`src/rtl/csr_exec.sv`:
```
// CSR execution unit: decodes one CSR instruction at issue, drives the csrfile
// request channel, and returns the old value for writeback or raises an illegal-instruction trap.
module csr_exec (
  input  logic        i_clk,
  input  logic        i_rst,
  input  logic        i_issue_valid,
  output logic        o_issue_ready,
  input  logic [31:0] i_issue_instr,
  input  logic [31:0] i_issue_rs1,
  output logic        o_req_valid,
  input  logic        i_req_ready,
  output logic [11:0] o_req_a,
  output logic [1:0]  o_req_t,
  output logic [31:0] o_req_d,
  input  logic        i_resp_exists,
  input  logic [31:0] i_resp_d,
  output logic        o_wb_valid,
  output logic [4:0]  o_wb_rd,
  output logic [31:0] o_wb_data,
  output logic        o_ex_valid,
  output logic [4:0]  o_ex_cause,
  output logic [31:0] o_ex_tval,
  output logic        o_op_done
);

  typedef enum logic [1:0] {
    S_IDLE = 2'd0,
    S_REQ  = 2'd1,
    S_DONE = 2'd2
  } state_t;

  localparam logic [1:0] T_CSRS = 2'b10;

  state_t r_state;
  state_t w_next;

  logic [11:0] r_a;
  logic [1:0]  r_t;
  logic [31:0] r_d;
  logic [4:0]  r_rd;
  logic [31:0] r_instr;
  logic        r_illegal;
  logic        r_exists;
  logic [31:0] r_wb_data;

  logic [2:0]  w_funct3;
  logic [4:0]  w_src;
  logic [11:0] w_csr;
  logic [4:0]  w_rd;
  logic        w_write;
  logic        w_illegal;
  logic [31:0] w_operand;
  logic        w_fire;
  logic        w_handshake;
  logic        w_fault;

  assign w_funct3    = i_issue_instr[14:12];
  assign w_src       = i_issue_instr[19:15];
  assign w_csr       = i_issue_instr[31:20];
  assign w_rd        = i_issue_instr[11:7];
  assign w_write     = (w_funct3[1:0] == 2'b01) || (w_src != 5'd0);
  assign w_illegal   = (w_funct3[1:0] == 2'b00) || (w_write && (w_csr[11:10] == 2'b11));
  assign w_operand   = w_funct3[2] ? {27'd0, w_src} : i_issue_rs1;
  assign w_fire      = (r_state == S_IDLE) && i_issue_valid;
  assign w_handshake = (r_state == S_REQ) && i_req_ready;
  assign w_fault     = r_illegal || !r_exists;

  always_ff @(posedge i_clk or posedge i_rst) begin
    if (i_rst) begin
      r_state <= S_IDLE;
    end else begin
      r_state <= w_next;
    end
  end

  always_comb begin
    w_next = r_state;
    case (r_state)
      S_IDLE: if (i_issue_valid) w_next = w_illegal ? S_DONE : S_REQ;
      S_REQ:  if (i_req_ready)   w_next = S_DONE;
      S_DONE: w_next = S_IDLE;
      default: w_next = S_IDLE;
    endcase
  end

  // Pure reads (S/C with src = 0) go out as CSRS with zero data so csrfile treats them uniformly.
  always_ff @(posedge i_clk or posedge i_rst) begin
    if (i_rst) begin
      r_a       <= '0;
      r_t       <= '0;
      r_d       <= '0;
      r_rd      <= '0;
      r_instr   <= '0;
      r_illegal <= 1'b0;
      r_exists  <= 1'b1;
      r_wb_data <= '0;
    end else begin
      if (w_fire) begin
        r_a       <= w_csr;
        r_t       <= w_write ? w_funct3[1:0] : T_CSRS;
        r_d       <= w_write ? w_operand : '0;
        r_rd      <= w_rd;
        r_instr   <= i_issue_instr;
        r_illegal <= w_illegal;
        r_exists  <= 1'b1;
      end
      if (w_handshake) begin
        r_wb_data <= i_resp_d;
        r_exists  <= i_resp_exists;
      end
    end
  end

  always_comb begin
    o_issue_ready = 1'b0;
    o_req_valid   = 1'b0;
    o_op_done     = 1'b0;
    o_ex_valid    = 1'b0;
    o_wb_valid    = 1'b0;
    case (r_state)
      S_IDLE: o_issue_ready = 1'b1;
      S_REQ:  o_req_valid   = 1'b1;
      S_DONE: begin
        o_op_done  = 1'b1;
        o_ex_valid = w_fault;
        o_wb_valid = !w_fault && (r_rd != 5'd0);
      end
      default: o_issue_ready = 1'b0;
    endcase
  end

  assign o_req_a    = r_a;
  assign o_req_t    = r_t;
  assign o_req_d    = r_d;
  assign o_wb_rd    = r_rd;
  assign o_wb_data  = r_wb_data;
  assign o_ex_cause = 5'd2;
  assign o_ex_tval  = r_instr;

endmodule

```
`config.mk`:
```
export PLATFORM = sky130hd
export DESIGN_NAME = csr_exec
export DESIGN_NICKNAME = d
export VERILOG_FILES = /design/src/rtl/csr_exec.sv
export SDC_FILE = /design/constraint.sdc
export NUM_CORES = 1
export LEC_CHECK = 0
export CAP_MARGIN = 40
export CORE_ASPECT_RATIO = 1.4
export CORE_UTILIZATION = 39
export DETAILED_ROUTE_END_ITERATION = 8
export PLACE_DENSITY_LB_ADDON = 0.15
export SLEW_MARGIN = 10
export SYNTH_ARGS = -nofsm -noshare
export SYNTH_HDL_FRONTEND = slang
export SYNTH_SLANG_ARGS = --single-unit
```
`constraint.sdc`:
```
create_clock -name i_clk -period 5 [get_ports i_clk]
set_clock_uncertainty 0.05 [all_clocks]
set_input_delay 1.5 -clock i_clk [delete_from_list [all_inputs] [get_ports i_clk]]
set_output_delay 1.5 -clock i_clk [all_outputs]
set_load 0.01 [all_outputs]
```
==> impl_metrics.json <==
{
  "power_density_nw_per_um2": 520,
  "p_leak_nw": 2.95,
  "fin_cells": 697,
  "coreArea_um2": 10300,
  "slew_violations": 0,
  "crit_chain": "or4_1, o2111a_1, clkdlybuf4s50_1",
  "synth_area_per_cell_um2": 11.7,
  "fin_util_pct": 64.1,
  "place_ws_ns": 1.21,
  "drt_iter0_drc": 77,
  "rsz0062_at_grt": "false",
  "max_freq_ghz": 0.280,
  "arrival_ns": 2.02,
  "cp_slowest_cell": "or4_1",
  "antenna_found_initial": 0,
  "first_global_vias": 3383,
  "end_kind": "output pin",
  "numCtsBuffers": 9,
  "timing.final.ws_setup_ns": 1.43,
  "drive_above_1_share_pct": 11.1,
  "avgViaCountPerCell": 4.76,
  "yosysWarningCount": 0,
  "ctsLongestPathBuffers": 2,
  "tns_ns": 0,
  "row_count": 44,
  "setup_viol": 0,
  "drc": 0,
  "dieArea_um2": 11000,
  "cts_resized": 0,
  "synth-seq-area-share_pct": 61.8,
  "cp.required_ns": 3.45,
  "globalRouteTotalUtil_pct": 20.2,
  "cp_max_fo": 4,
  "die_w_um": 89.0,
  "htree_levels": 3,
  "critical_path_class": "flop to output pin",
  "ios": 226,
  "placed_cells": 680,
  "syn_to_final_growth_pct": 60.5,
  "cts_tree": "built",
  "grt_pass1_wl_mm": 16.8,
  "place_congestion": 0.742,
  "initial_utilization_pct": 39.9,
  "finalHoldViolCount": 0,
  "ant_nets": 0,
  "routed_wl_mm": 10.8,
  "netlist.area_leader.share_pct": 61.2,
  "crit_path_start_kind": "flop",
  "synth_seq_cells": 102,
  "place_area_um2": 6310,
  "hold_slack_ns": 0.429,
  "final_common_cell": "clkdlybuf4s50_1",
  "dpl.hpwl_mm": 8.17,
  "die_h_um": 124,
  "power_mw": 3.45,
  "final_cell_mix": "clkdlybuf4s50_1, nand2_1, dfrtp_1",
  "cts_sinks": 102,
  "antenna_cells": 0,
  "insertion_delay_ns": 0.33,
  "slew_headroom_pct": 42.1,
  "port-buffer-count": 220,
  "post_cts_buffers": 0,
  "synth.area.top_cells": "dfrtp_1, nand2_1, mux2_2, a22o_1, buf_4",
  "synth.cell_area_um2": 4130,
  "drv_cap": 0,
  "finalCritPeriodShare_pct": 71.4,
  "synth_area_leader_cell": "dfrtp_1",
  "rrSetupSlack_ns": 2.79,
  "max_stage_delay_ns": 0.54,
  "clk_pin_slew_ns": 0.07,
  "fin_area_um2": 6630,
  "synthCells": 354,
  "hold_class": "flop to flop",
  "grt_max_degree": 58,
  "synth_cell_type_count": 33,
  "tightestPinTransition_ns": 0.865,
  "hold_buffers": 0,
  "layout_min_cycle_time_ns": 3.57,
  "layout.nets": 655,
  "root_buffer": "clkbuf_16",
  "peakVddDrop_mv": 0.236,
  "overflow": 0,
  "vias": 3317,
  "drtPass1Iterations": 4,
  "wire_per_inst_um": 15.5,
  "status": "complete, no violations"
}
## cells in the mapped netlist, drive strengths merged
cell type	instances
a21boi	1
a21oi	1
a22o	28
a2bb2oi	1
a311o	1
a311oi	1
a31o	2
buf	32
clkbuf	9
conb	2
dfrtp	101
dfstp	1
inv	8
mux2	32
mux2i	2
nand2	101
nand2b	3
nor2	6
nor2b	2
nor3b	1
nor4	1
o2111a	1
o211ai	3
o21ai	5
o22a	1
o22ai	2
o311ai	3
o31a	1
or3b	1
or4	1
## layer usage
layer	wire, um	track usage [%]	vias up
met4	194	7.54	0
li1	-	-	1568
met5	0	0	-
met2	5520	35.8	137
met3	973	6.30	15
met1	4140	22.7	1597
## state kept, by name, summed over array words and instances (netlist names)
name,cells
o_ex_tval,16
o_req_a,12
o_req_d,32
o_req_t,2
o_wb_data,32
o_wb_rd,4
r_exists,1
r_illegal,1
r_state,2
## critical path: cells and delay by family (launching register included)
family / cells / cell delay [ns]
flip-flops: 1 / 0.41
AO/OA/AOI/OAI: 1 / 0.24
buffers and inverters: 1 / 0.48
AND/OR/NAND/NOR: 1 / 0.54
## area by class of cell
| cell class | instances | area (um2) |
|---|---|---|
| tap | 138 | 173 |
| multi-input combinational | 206 | 1300 |
| sequential | 102 | 2550 |
| fill | 881 | 3720 |
| inverter | 8 | 32.5 |
| timing repair buffer | 227 | 2250 |
| clock buffer | 10 | 239 |
| clock inverter | 6 | 77.6 |
## path summary, 6_finish.rpt
kind                                               start                   endpoint  depth (start not counted)
worst max register to register    r_state[0]$_DFFE_PP0P_    o_req_d[13]$_DFFE_PP0P_                          4
min in group asynchronous                          i_rst   o_wb_data[2]$_DFFE_PP0P_                          2
worst min-delay path            o_ex_tval[1]$_DFFE_PP0P_   o_ex_tval[1]$_DFFE_PP0P_                          2
worst min register to register  o_ex_tval[1]$_DFFE_PP0P_   o_ex_tval[1]$_DFFE_PP0P_                          2
worst max-delay path              o_wb_rd[0]$_DFFE_PP0P_                 o_wb_valid                          3
max in group asynchronous                          i_rst  o_wb_data[12]$_DFFE_PP0P_                          3
## where the power goes
part           switching [mW]  total (mW)  internal [mW]
sequential              0.185        1.31           1.13
clock                   0.317       0.727          0.411
combinational           0.538        1.40          0.866
## cell families after synthesis
group	share of synthesized area (%)
compound gates	10.5
simple gates	11.2
buf+inv	7.06
mux	9.21
flops	61.8
other cells	0.182
(Power assumes the default switching activity.)
